`src/rtl/timer_soc_top_pkg.sv`:
```
// rtl/timer_soc_top_pkg.sv - shared opcodes, bus map, widths and CPU state type for the timer SoC
// Contents: PC_W/INS_W/DATA_W widths, opcode_e, cpu_state_e, bus addresses,
// CTRL_EN bit index, and the `TIMER path macro to the timer instance.
`ifndef TIMER
`define TIMER soc.u_timer
`endif

package timer_soc_top_pkg;

  localparam int PC_W   = 7;
  localparam int INS_W  = 16;
  localparam int DATA_W = 8;

  typedef enum logic [3:0] {
    OP_NOP  = 4'h0,
    OP_LDI  = 4'h1,
    OP_ADD  = 4'h2,
    OP_SUB  = 4'h3,
    OP_AND  = 4'h4,
    OP_OR   = 4'h5,
    OP_XOR  = 4'h6,
    OP_MOV  = 4'h7,
    OP_OUT  = 4'h8,
    OP_IN   = 4'h9,
    OP_JMP  = 4'hA,
    OP_JZ   = 4'hB,
    OP_HALT = 4'hF
  } opcode_e;

  typedef enum logic [1:0] {
    ST_FETCH = 2'd0,
    ST_EXEC  = 2'd1,
    ST_HALT  = 2'd2
  } cpu_state_e;

  localparam logic [7:0] TMR_COUNT  = 8'h00;
  localparam logic [7:0] TMR_STATUS = 8'h01;
  localparam logic [7:0] TMR_CTRL   = 8'h02;
  localparam logic [7:0] TMR_PERIOD = 8'h03;
  localparam logic [7:0] PORTA      = 8'h10;

  localparam int CTRL_EN = 7;

endpackage

```
`src/rtl/timer_soc_top_if.sv`:
```
// rtl/timer_soc_top_if.sv - single-cycle APB-like peripheral bus between CPU and peripherals
// Signals: psel (access this cycle), pwrite (1=write), paddr, pwdata, prdata (combinational read).
// Modports: master (CPU), slave (peripheral).
interface timer_soc_top_if;
  import timer_soc_top_pkg::*;

  logic              psel;
  logic              pwrite;
  logic [7:0]        paddr;
  logic [DATA_W-1:0] pwdata;
  logic [DATA_W-1:0] prdata;

  modport master (output psel, output pwrite, output paddr, output pwdata, input prdata);
  modport slave  (input psel, input pwrite, input paddr, input pwdata, output prdata);

endinterface

```
`src/rtl/timer_periph.sv`:
```
// rtl/timer_periph.sv - 4-register 8-bit timer: COUNT, STATUS, CTRL, PERIOD
// Ports: clk, rst_n (async active-low), bus (slave modport of timer_soc_top_if).
module timer_periph
  import timer_soc_top_pkg::*;
(
  input  logic            clk,
  input  logic            rst_n,
  timer_soc_top_if.slave  bus
);

  logic [DATA_W-1:0] tmr_reg [0:3];

  logic match;
  logic wr_status;
  logic wr_ctrl;
  logic wr_period;

  assign match     = (tmr_reg[0] == tmr_reg[3]);
  assign wr_status = bus.psel & bus.pwrite & (bus.paddr == TMR_STATUS);
  assign wr_ctrl   = bus.psel & bus.pwrite & (bus.paddr == TMR_CTRL);
  assign wr_period = bus.psel & bus.pwrite & (bus.paddr == TMR_PERIOD);

  always_ff @(posedge clk or negedge rst_n) begin
    if (!rst_n) begin
      for (int i = 0; i < 4; i++) tmr_reg[i] <= '0;
    end else begin
      // Match reload beats enable, so PERIOD=0 pins COUNT at 0 even while running.
      if (match)                    tmr_reg[0] <= '0;
      else if (tmr_reg[2][CTRL_EN]) tmr_reg[0] <= tmr_reg[0] + 8'd1;

      // Set has priority over a write-one-to-clear in the same cycle.
      tmr_reg[1] <= {7'b0, match | (tmr_reg[1][0] & ~(wr_status & bus.pwdata[0]))};

      if (wr_ctrl)   tmr_reg[2] <= bus.pwdata;
      if (wr_period) tmr_reg[3] <= bus.pwdata;
    end
  end

  always_comb begin
    bus.prdata = '0;
    case (bus.paddr)
      TMR_COUNT:  bus.prdata = tmr_reg[0];
      TMR_STATUS: bus.prdata = tmr_reg[1];
      TMR_CTRL:   bus.prdata = tmr_reg[2];
      TMR_PERIOD: bus.prdata = tmr_reg[3];
      default:    bus.prdata = '0;
    endcase
  end

endmodule

```
`src/rtl/timer_soc_top.sv`:
```
// rtl/timer_soc_top.sv - two-phase 8-bit CPU with 16 GPRs driving a timer and a 4-bit output port
// Ports: clk, rst_n (async active-low), ins_out (instruction at pc, valid by EXEC),
// pc (fetch address), porta (4-bit output port at bus address 0x10).
module timer_soc_top
  import timer_soc_top_pkg::*;
(
  input  logic             clk,
  input  logic             rst_n,
  input  logic [INS_W-1:0] ins_out,
  output logic [PC_W-1:0]  pc,
  output logic [3:0]       porta
);

  timer_soc_top_if bus ();

  cpu_state_e        state_q;
  logic [PC_W-1:0]   pc_q;
  logic [PC_W-1:0]   pc_d;
  logic [3:0]        porta_q;
  logic [DATA_W-1:0] gpr_q [0:15];

  logic [3:0]        op;
  logic [3:0]        rd;
  logic [3:0]        rs;
  logic [7:0]        imm;
  logic [DATA_W-1:0] rd_val;
  logic [DATA_W-1:0] rs_val;
  logic [DATA_W-1:0] bus_rdata;
  logic              gpr_we;
  logic [DATA_W-1:0] gpr_wdata;
  logic              exec;

  assign op     = ins_out[15:12];
  assign rd     = ins_out[11:8];
  assign rs     = ins_out[7:4];
  assign imm    = ins_out[7:0];
  assign rd_val = gpr_q[rd];
  assign rs_val = gpr_q[rs];
  assign exec   = (state_q == ST_EXEC);

  assign bus.psel   = exec & ((op == OP_OUT) | (op == OP_IN));
  assign bus.pwrite = (op == OP_OUT);
  assign bus.paddr  = imm;
  assign bus.pwdata = rd_val;

  // PORTA lives in the CPU; the timer returns 0 outside its own addresses.
  assign bus_rdata = bus.prdata | ((bus.paddr == PORTA) ? {4'b0, porta_q} : 8'h00);

  timer_periph u_timer (
    .clk   (clk),
    .rst_n (rst_n),
    .bus   (bus)
  );

  always_comb begin
    gpr_we    = 1'b0;
    gpr_wdata = rd_val;
    case (op)
      OP_LDI: begin gpr_we = 1'b1; gpr_wdata = imm;             end
      OP_ADD: begin gpr_we = 1'b1; gpr_wdata = rd_val + rs_val; end
      OP_SUB: begin gpr_we = 1'b1; gpr_wdata = rd_val - rs_val; end
      OP_AND: begin gpr_we = 1'b1; gpr_wdata = rd_val & rs_val; end
      OP_OR:  begin gpr_we = 1'b1; gpr_wdata = rd_val | rs_val; end
      OP_XOR: begin gpr_we = 1'b1; gpr_wdata = rd_val ^ rs_val; end
      OP_MOV: begin gpr_we = 1'b1; gpr_wdata = rs_val;          end
      OP_IN:  begin gpr_we = 1'b1; gpr_wdata = bus_rdata;       end
      default: ;
    endcase
  end

  always_comb begin
    pc_d = pc_q + PC_W'(1);
    case (op)
      OP_JMP: pc_d = imm[PC_W-1:0];
      OP_JZ:  if (rd_val == '0) pc_d = imm[PC_W-1:0];
      default: ;
    endcase
  end

  always_ff @(posedge clk or negedge rst_n) begin
    if (!rst_n) begin
      state_q <= ST_FETCH;
      pc_q    <= '0;
      porta_q <= '0;
      for (int i = 0; i < 16; i++) gpr_q[i] <= '0;
    end else begin
      case (state_q)
        ST_FETCH: state_q <= ST_EXEC;
        ST_EXEC: begin
          if (op == OP_HALT) begin
            state_q <= ST_HALT;
          end else begin
            state_q <= ST_FETCH;
            pc_q    <= pc_d;
          end
          if (gpr_we) gpr_q[rd] <= gpr_wdata;
          if (bus.psel && bus.pwrite && (bus.paddr == PORTA)) porta_q <= rd_val[3:0];
        end
        default: ;
      endcase
    end
  end

  assign pc    = pc_q;
  assign porta = porta_q;

endmodule

```
`config.mk`:
```
export PLATFORM = sky130hd
export DESIGN_NAME = timer_soc_top
export DESIGN_NICKNAME = d
export VERILOG_FILES = /design/src/rtl/timer_soc_top_pkg.sv /design/src/rtl/timer_soc_top_if.sv /design/src/rtl/timer_periph.sv /design/src/rtl/timer_soc_top.sv
export SDC_FILE = /design/constraint.sdc
export NUM_CORES = 1
export LEC_CHECK = 0
export CAP_MARGIN = 20
export CORE_ASPECT_RATIO = 1.5
export CORE_MARGIN = 2
export CORE_UTILIZATION = 25
export DETAILED_ROUTE_END_ITERATION = 8
export GPL_TIMING_DRIVEN = 1
export PLACE_DENSITY = 0.42
export SETUP_SLACK_MARGIN = 0.4
export SLEW_MARGIN = 20
export SYNTH_ARGS = -nofsm -noshare
export SYNTH_HDL_FRONTEND = slang
export SYNTH_SLANG_ARGS = --single-unit
```
`constraint.sdc`:
```
create_clock -name clk -period 4.2 [get_ports clk]
set_clock_uncertainty 0.15 [all_clocks]
set_input_delay 1.26 -clock clk [delete_from_list [all_inputs] [get_ports clk]]
set_output_delay 1.26 -clock clk [all_outputs]
set_load 0.01 [all_outputs]
```
==> impl_metrics.yaml, run 1 <==
clock_tree:
  cts-root-buf: "clkbuf_16"
  path_clk_slew_ps: 70
  clockBufferDepth: 2
  cts_tree: "built"
  cts.sinks: 166
  worstSkewPairLatency_ps: 460
  ctsHtreeMaxLevel: 4
  cts_buffers: 17
drt:
  dr.pass1.iters: 4
  wl_per_cell_microns: 22.4
  drt_iter0_drc: 394
  vias: 8306
  routed_via_density: 5.05
  drc: 0
  ant_nets: 0
  totalWireLength_mm: 36.8
yosys:
  syn-num-nets: 966
  synth_ff_type: "dfrtp_1"
  synth-edff-count: 0
  synth_top_area_share_pct: 40.4
  yosysTopAreaCell: "dfrtp_1"
  syn_area_sq_um: 10300
  ys_seq_area_share_pct: 40.4
  synthArstFlopShare_pct: 100
  yosysWarningCount: 0
  synth.top_cells.by_area: "dfrtp_1 40%, mux4_2 13%, mux2_2 11%"
  ys_types: 58
  synth_seq_cells: 166
  avgSynthCellArea_sq_um: 11.2
  syn_inst: 921
cells_and_area:
  final_cells: 1646
  layout-drive-gt1-share_pct: 44.1
  syn2layout_area_growth_pct: 39.0
  antenna_cells: 0
  largest_register_ffs: 128
  num-nets-final: 1167
  final_common_cell: "buf_4"
  final_cell_mix: "167 x buf_4, 166 x dfrtp_1, 125 x nand2_1"
floorplanning:
  dieWidth_microns: 170
  io_pins: 29
  dieArea_sq_um: 42800
  fp-row-count: 91
  dieHeight_microns: 252
  core_region_area_sq_um: 40900
  start_util_pct: 25.2
flow_run:
  max-cap-violations: 0
sta:
  final.setup.tns_ps: -46150
  fin_ws_ps: -654
  period_share_pct: 116
  whs_ps: 337
  setup_viol: 119
  fmax_ghz: 0.206
  fin_crit_ps: 4850
  rsz0062_at_grt: "true"
  drv_slew: 0
  hold_viol: 0
  slew-limit-headroom_pct: 57.9
  worst_slew_pin_slew_ps: 631
status:
  status: "complete, but fails checks"
  violations: "setup timing"
worst_setup_path:
  worstPathRequired_ps: 4390
  crit_fanout: 8
  end_kind: "register"
  cp-start-kind: "input pin"
  critPathKind: "input pin to register"
  crit_arrival_ps: 5040
pwr:
  total_power_mw: 7.99
  power.density_nw_per_um2: 559
  power.leakage_nw: 6.29
  peakVddDrop_v: 0.000357
place:
  preCtsSetupSlack_ps: -1550
  gp_congestion: 0.818
  dp_cells: 1584
  dp_hpwl_mm: 27.2
  port-buffer-count: 28
global_route:
  grt_max_degree: 64
  grt_pass1_vias: 8912
  grt-ovfl-total: 0
  antenna_found_initial: 1
  grt_pass1_wl_mm: 55.3
  gr-usage-all-layers_pct: 17.6
min_path:
  worstHoldPathType: "register to register"
## layer usage
layer	wire length, microns	vias up	share of wire, %	global-route usage [%]
li1	-	3839	-	-
met1	14100	4250	38	18.8
met2	19900	146	54	32.5
met3	1030	71	2.8	2.83
met4	1810	0	4.9	9.91
met5	0	-	0	0
## path summary, 6_finish.rpt
check,from,endpoint,slack [ps],cells after the start
setup / recovery,ins_out[4],gpr_q[14],-650,21
hold / removal,u_timer.tmr_reg[16],u_timer.tmr_reg[16],340,1
setup reg to reg,gpr_q[0],gpr_q[14],-120,20
hold reg to reg,u_timer.tmr_reg[16],u_timer.tmr_reg[16],340,1
max in group asynchronous,rst_n,gpr_q[101],2440,2
min in group asynchronous,rst_n,gpr_q[40],650,1
## layout make-up
class / count / area, sq um
clock buffer: 21 / 460
clock inverter: 11 / 90.1
fill: 4022 / 26600
inverter: 28 / 105
multi-input combinational: 668 / 6480
sequential: 166 / 4150
tap: 511 / 639
timing repair buffer: 241 / 2370
## stage by stage
| step | cell area, sq um | utilization (%) |
|---|---|---|
| 6_report | 14300 | 35.0 |
| 5_1_grt | 14300 | 35.0 |
| 4_1_cts | 13900 | 34.1 |
| 3_5_place_dp | 12800 | 31.2 |
| 3_3_place_gp | 12800 | 31.2 |
| 2_1_floorplan | 10600 | - |
## cells in the mapped netlist, types with 4 or more instances
cell and instances:
a21oi_1 21, nor4_1 4, mux4_2 60, nand2b_1 9, o22ai_1 5, ha_1 26
a31oi_1 4, o221ai_1 4, a22o_1 5, nor3_1 14, nand2_1 128, a221oi_1 10
nor2b_1 9, xor2_1 8, o31ai_1 18, clkbuf_1 48, buf_2 7, o21ai_0 44
xnor2_1 19, mux2i_1 17, mux4_1 9, o211ai_1 4, o21a_1 4, or4_1 4
nand4_1 8, a22oi_1 5, o41ai_1 15, nand3_1 16, and3_1 5, dfrtp_1 166
mux2_2 102, nor2_1 53, inv_1 28
## logic make-up (layout without fill, tap and decap cells)
group	count (synthesis)	after routing	share of synthesized area, %
xor+xnor	27	27	2.30
simple gates	267	267	11.8
fa+ha+maj	27	27	3.36
buf+inv	88	301	3.55
flops	166	166	40.4
mux	188	189	28.2
compound gates	158	158	10.4
## worst max-delay path: stages
cell and delay, ps:
buf_16 110, mux4_2 500, mux4_2 530, inv_2 100
ha_4 200, nand2_2 50, o21ai_2 60, buf_4 140
buf_6 100, buf_6 100, buf_6 100, fa_2 350
nor2b_2 140, o21ai_2 80, a21boi_2 160, o21a_1 150
o21a_1 130, nor3_2 40, o22a_2 270, clkbuf_16 190
mux2_2 250
## repair_timing
item,CTS,global route
hold buffers,0,0
setup endpoints to repair,147,131
pin swaps,27,13
gates resized for setup,97,61
buffers inserted,15,9
cloned,6,0
## where the power goes
part / switching [mW] / internal, mW / total [mW]
logic: 1.73 / 2.24 / 3.98
clock network: 0.719 / 0.800 / 1.52
registers: 0.419 / 2.08 / 2.50
total: 2.87 / 5.12 / 7.99
No activity file was read; power rests on OpenSTA's default activity.
==> inputs of run 2 (changes only) <==
--- a/config.mk
+++ b/config.mk
@@ -10,8 +10,8 @@
 export CORE_MARGIN = 2
 export CORE_UTILIZATION = 25
 export DETAILED_ROUTE_END_ITERATION = 8
-export GPL_TIMING_DRIVEN = 1
-export PLACE_DENSITY = 0.42
+export GPL_TIMING_DRIVEN = 0
+export PLACE_DENSITY = 0.41
 export SETUP_SLACK_MARGIN = 0.4
 export SLEW_MARGIN = 20
 export SYNTH_ARGS = -nofsm -noshare
==> constraint.sdc (replaced) <==
create_clock -name clk -period 4.8 [get_ports clk]
set_clock_uncertainty 0.15 [all_clocks]
set_input_delay 1.44 -clock clk [delete_from_list [all_inputs] [get_ports clk]]
set_output_delay 1.44 -clock clk [all_outputs]
set_load 0.01 [all_outputs]
==> run 2 against run 1 <==
The run still ends with setup timing left; critical path depth is 4 higher; via count fell by 3.1%; clock power decreased by 12%; non-clock buffer count is 104 lower; sequential cell count did not move; global-route usage up 0.33 points; hold slack is essentially flat; register-to-register slack improved by 450 ps; clock-buffer cell count is 3 lower; critical path type unchanged; largest power group unchanged.
==> impl_metrics.yaml, run 2 (synthesis gave the netlist of run 1 again) <==
place:
  port-buffer-count: 19
  placed_area_sq_um: 11500
  dp_hpwl_mm: 26.8
  dp_cells: 1456
  preCtsSetupSlack_ps: -2350
  gp_congestion: 0.833
sta:
  fin_crit_ps: 5290
  fmax_ghz: 0.189
  worst_slew_pin_slew_ps: 1130
  drv_slew: 0
  slew-limit-headroom_pct: 24.5
  setup_viol: 62
  final.setup.tns_ps: -16060
  rsz0062_at_grt: "true"
  hold_viol: 0
  fin_ws_ps: -493
  period_share_pct: 110
cells_and_area:
  design_area_sq_um: 13300
  final_cells: 1540
  layout-drive-gt1-share_pct: 38.1
  largest_register_ffs: 128
  num-nets-final: 1062
  final_cell_mix: "166 x dfrtp_1, 114 x nand2_1, 72 x mux2_2"
  final_core_util_pct: 32.5
  antenna_cells: 0
  syn2layout_area_growth_pct: 29.3
  final_common_cell: "dfrtp_1"
flow_run:
  max-cap-violations: 0
global_route:
  antenna_found_initial: 0
  grt-ovfl-total: 0
  gr-usage-all-layers_pct: 17.9
  grt_pass1_vias: 8552
  grt_max_degree: 67
  grt_pass1_wl_mm: 55.8
drt:
  drc: 0
  routed_via_density: 5.23
  wl_per_cell_microns: 24.3
  drt_iter0_drc: 392
  totalWireLength_mm: 37.5
  dr.pass1.iters: 4
  vias: 8049
  ant_nets: 0
clock_tree:
  worstSkewPairLatency_ps: 460
  clockBufferDepth: 2
  cts_tree: "built"
  hold_buffers: 0
  cts-root-buf: "clkbuf_16"
  cts.sinks: 166
  cts_buffers: 17
  path_clk_slew_ps: 70
  ctsHtreeMaxLevel: 4
worst_setup_path:
  cp-start-kind: "input pin"
  slowest_stage: "mux4_2"
  r2r-end: "gpr_q[43]"
  worstPathRequired_ps: 4990
  crit_buf_inv: 12
  crit_arrival_ps: 5490
  max_stage_delay_ps: 560
  end_kind: "register"
  critPathKind: "input pin to register"
  worst_path_most_repeated_cell: "buf_6"
  r2r-start: "gpr_q[0]"
  rr_worst_depth: 23
  r2r_setup_slack_ps: 330
  critPathTopFamily: "multiplexers"
  crit_fanout: 6
min_path:
  holdCritStartpoint: "u_timer.tmr_reg[16]"
  whs_endpoint: "u_timer.tmr_reg[16]"
  worstHoldPathType: "register to register"
  min_path_cells: 1
floorplanning:
  io_pins: 29
  dieArea_sq_um: 42800
  start_util_pct: 25.2
  dieHeight_microns: 252
  fp-row-count: 91
  dieWidth_microns: 170
  core_region_area_sq_um: 40900
pwr:
  peakVddDrop_v: 0.000329
  power.leakage_nw: 5.59
  power.density_nw_per_um2: 514
status:
  violations: "setup timing"
  status: "complete, but fails checks"
run 2: changes by cell type in the layout (fill, tap and decap cells not counted), moves of 8 or more:
cell and change:
buf_4 -137, clkbuf_1 +22, buf_12 -17, mux2_4 -16, mux2_2 +15, nand2_1 -11
clkbuf_2 +9, nand2_2 +8
run 2: metal layers:
layer	share of wire (%)	vias up	global-route usage, %
li1	-	3628	-
met1	38	4142	20.0
met2	54	188	33.2
met3	3.0	91	2.36
met4	4.9	0	8.74
met5	0	-	0
run 2: final cells by class:
type	count	area [sq um]
fill	4098	27600
multi-input combinational	667	6480
sequential	166	4150
timing repair buffer	77	865
tap	511	639
buffer	60	498
clock buffer	18	439
inverter	28	115
clock inverter	13	111
run 2: per-stage QoR:
| stage | hold slack [ps] | total power, mW |
|---|---|---|
| final | 337 | 6.83 |
| after floorplan | 294 | 3.85 |
| after global placement | 319 | 4.54 |
| after detailed placement | 321 | 4.58 |
| after CTS | 340 | 6.62 |
| after global routing | 356 | 7.24 |
run 2: timing repair:
item                       4_1_cts  5_1_grt
setup endpoints to repair      148      127
gates cloned                     6        1
hold endpoints to repair         0        0
gates resized for setup        127       63
pin swaps                       37       17
setup buffers                   37        9
run 2: worst max path at each step:
stage	from	to	slack [ps]	cells past startpoint
3_3_place_gp	rst_n	gpr_q[20]	-5330	1
4_1_cts	ins_out[4]	gpr_q[15]	-570	19
2_1_floorplan	ins_out[4]	gpr_q[15]	-600	18
3_5_place_dp	ins_out[4]	gpr_q[15]	-2350	17
6_report	ins_out[4]	gpr_q[43]	-490	25
5_1_grt	ins_out[4]	gpr_q[111]	-590	18
run 2: where the power goes:
| group | switching [mW] | internal [mW] | leakage [nW] | total [mW] |
|---|---|---|---|---|
| logic | 1.53 | 1.80 | 3.10 | 3.33 |
| registers | 0.346 | 1.82 | 2.23 | 2.16 |
| clock network | 0.655 | 0.688 | 0.264 | 1.34 |
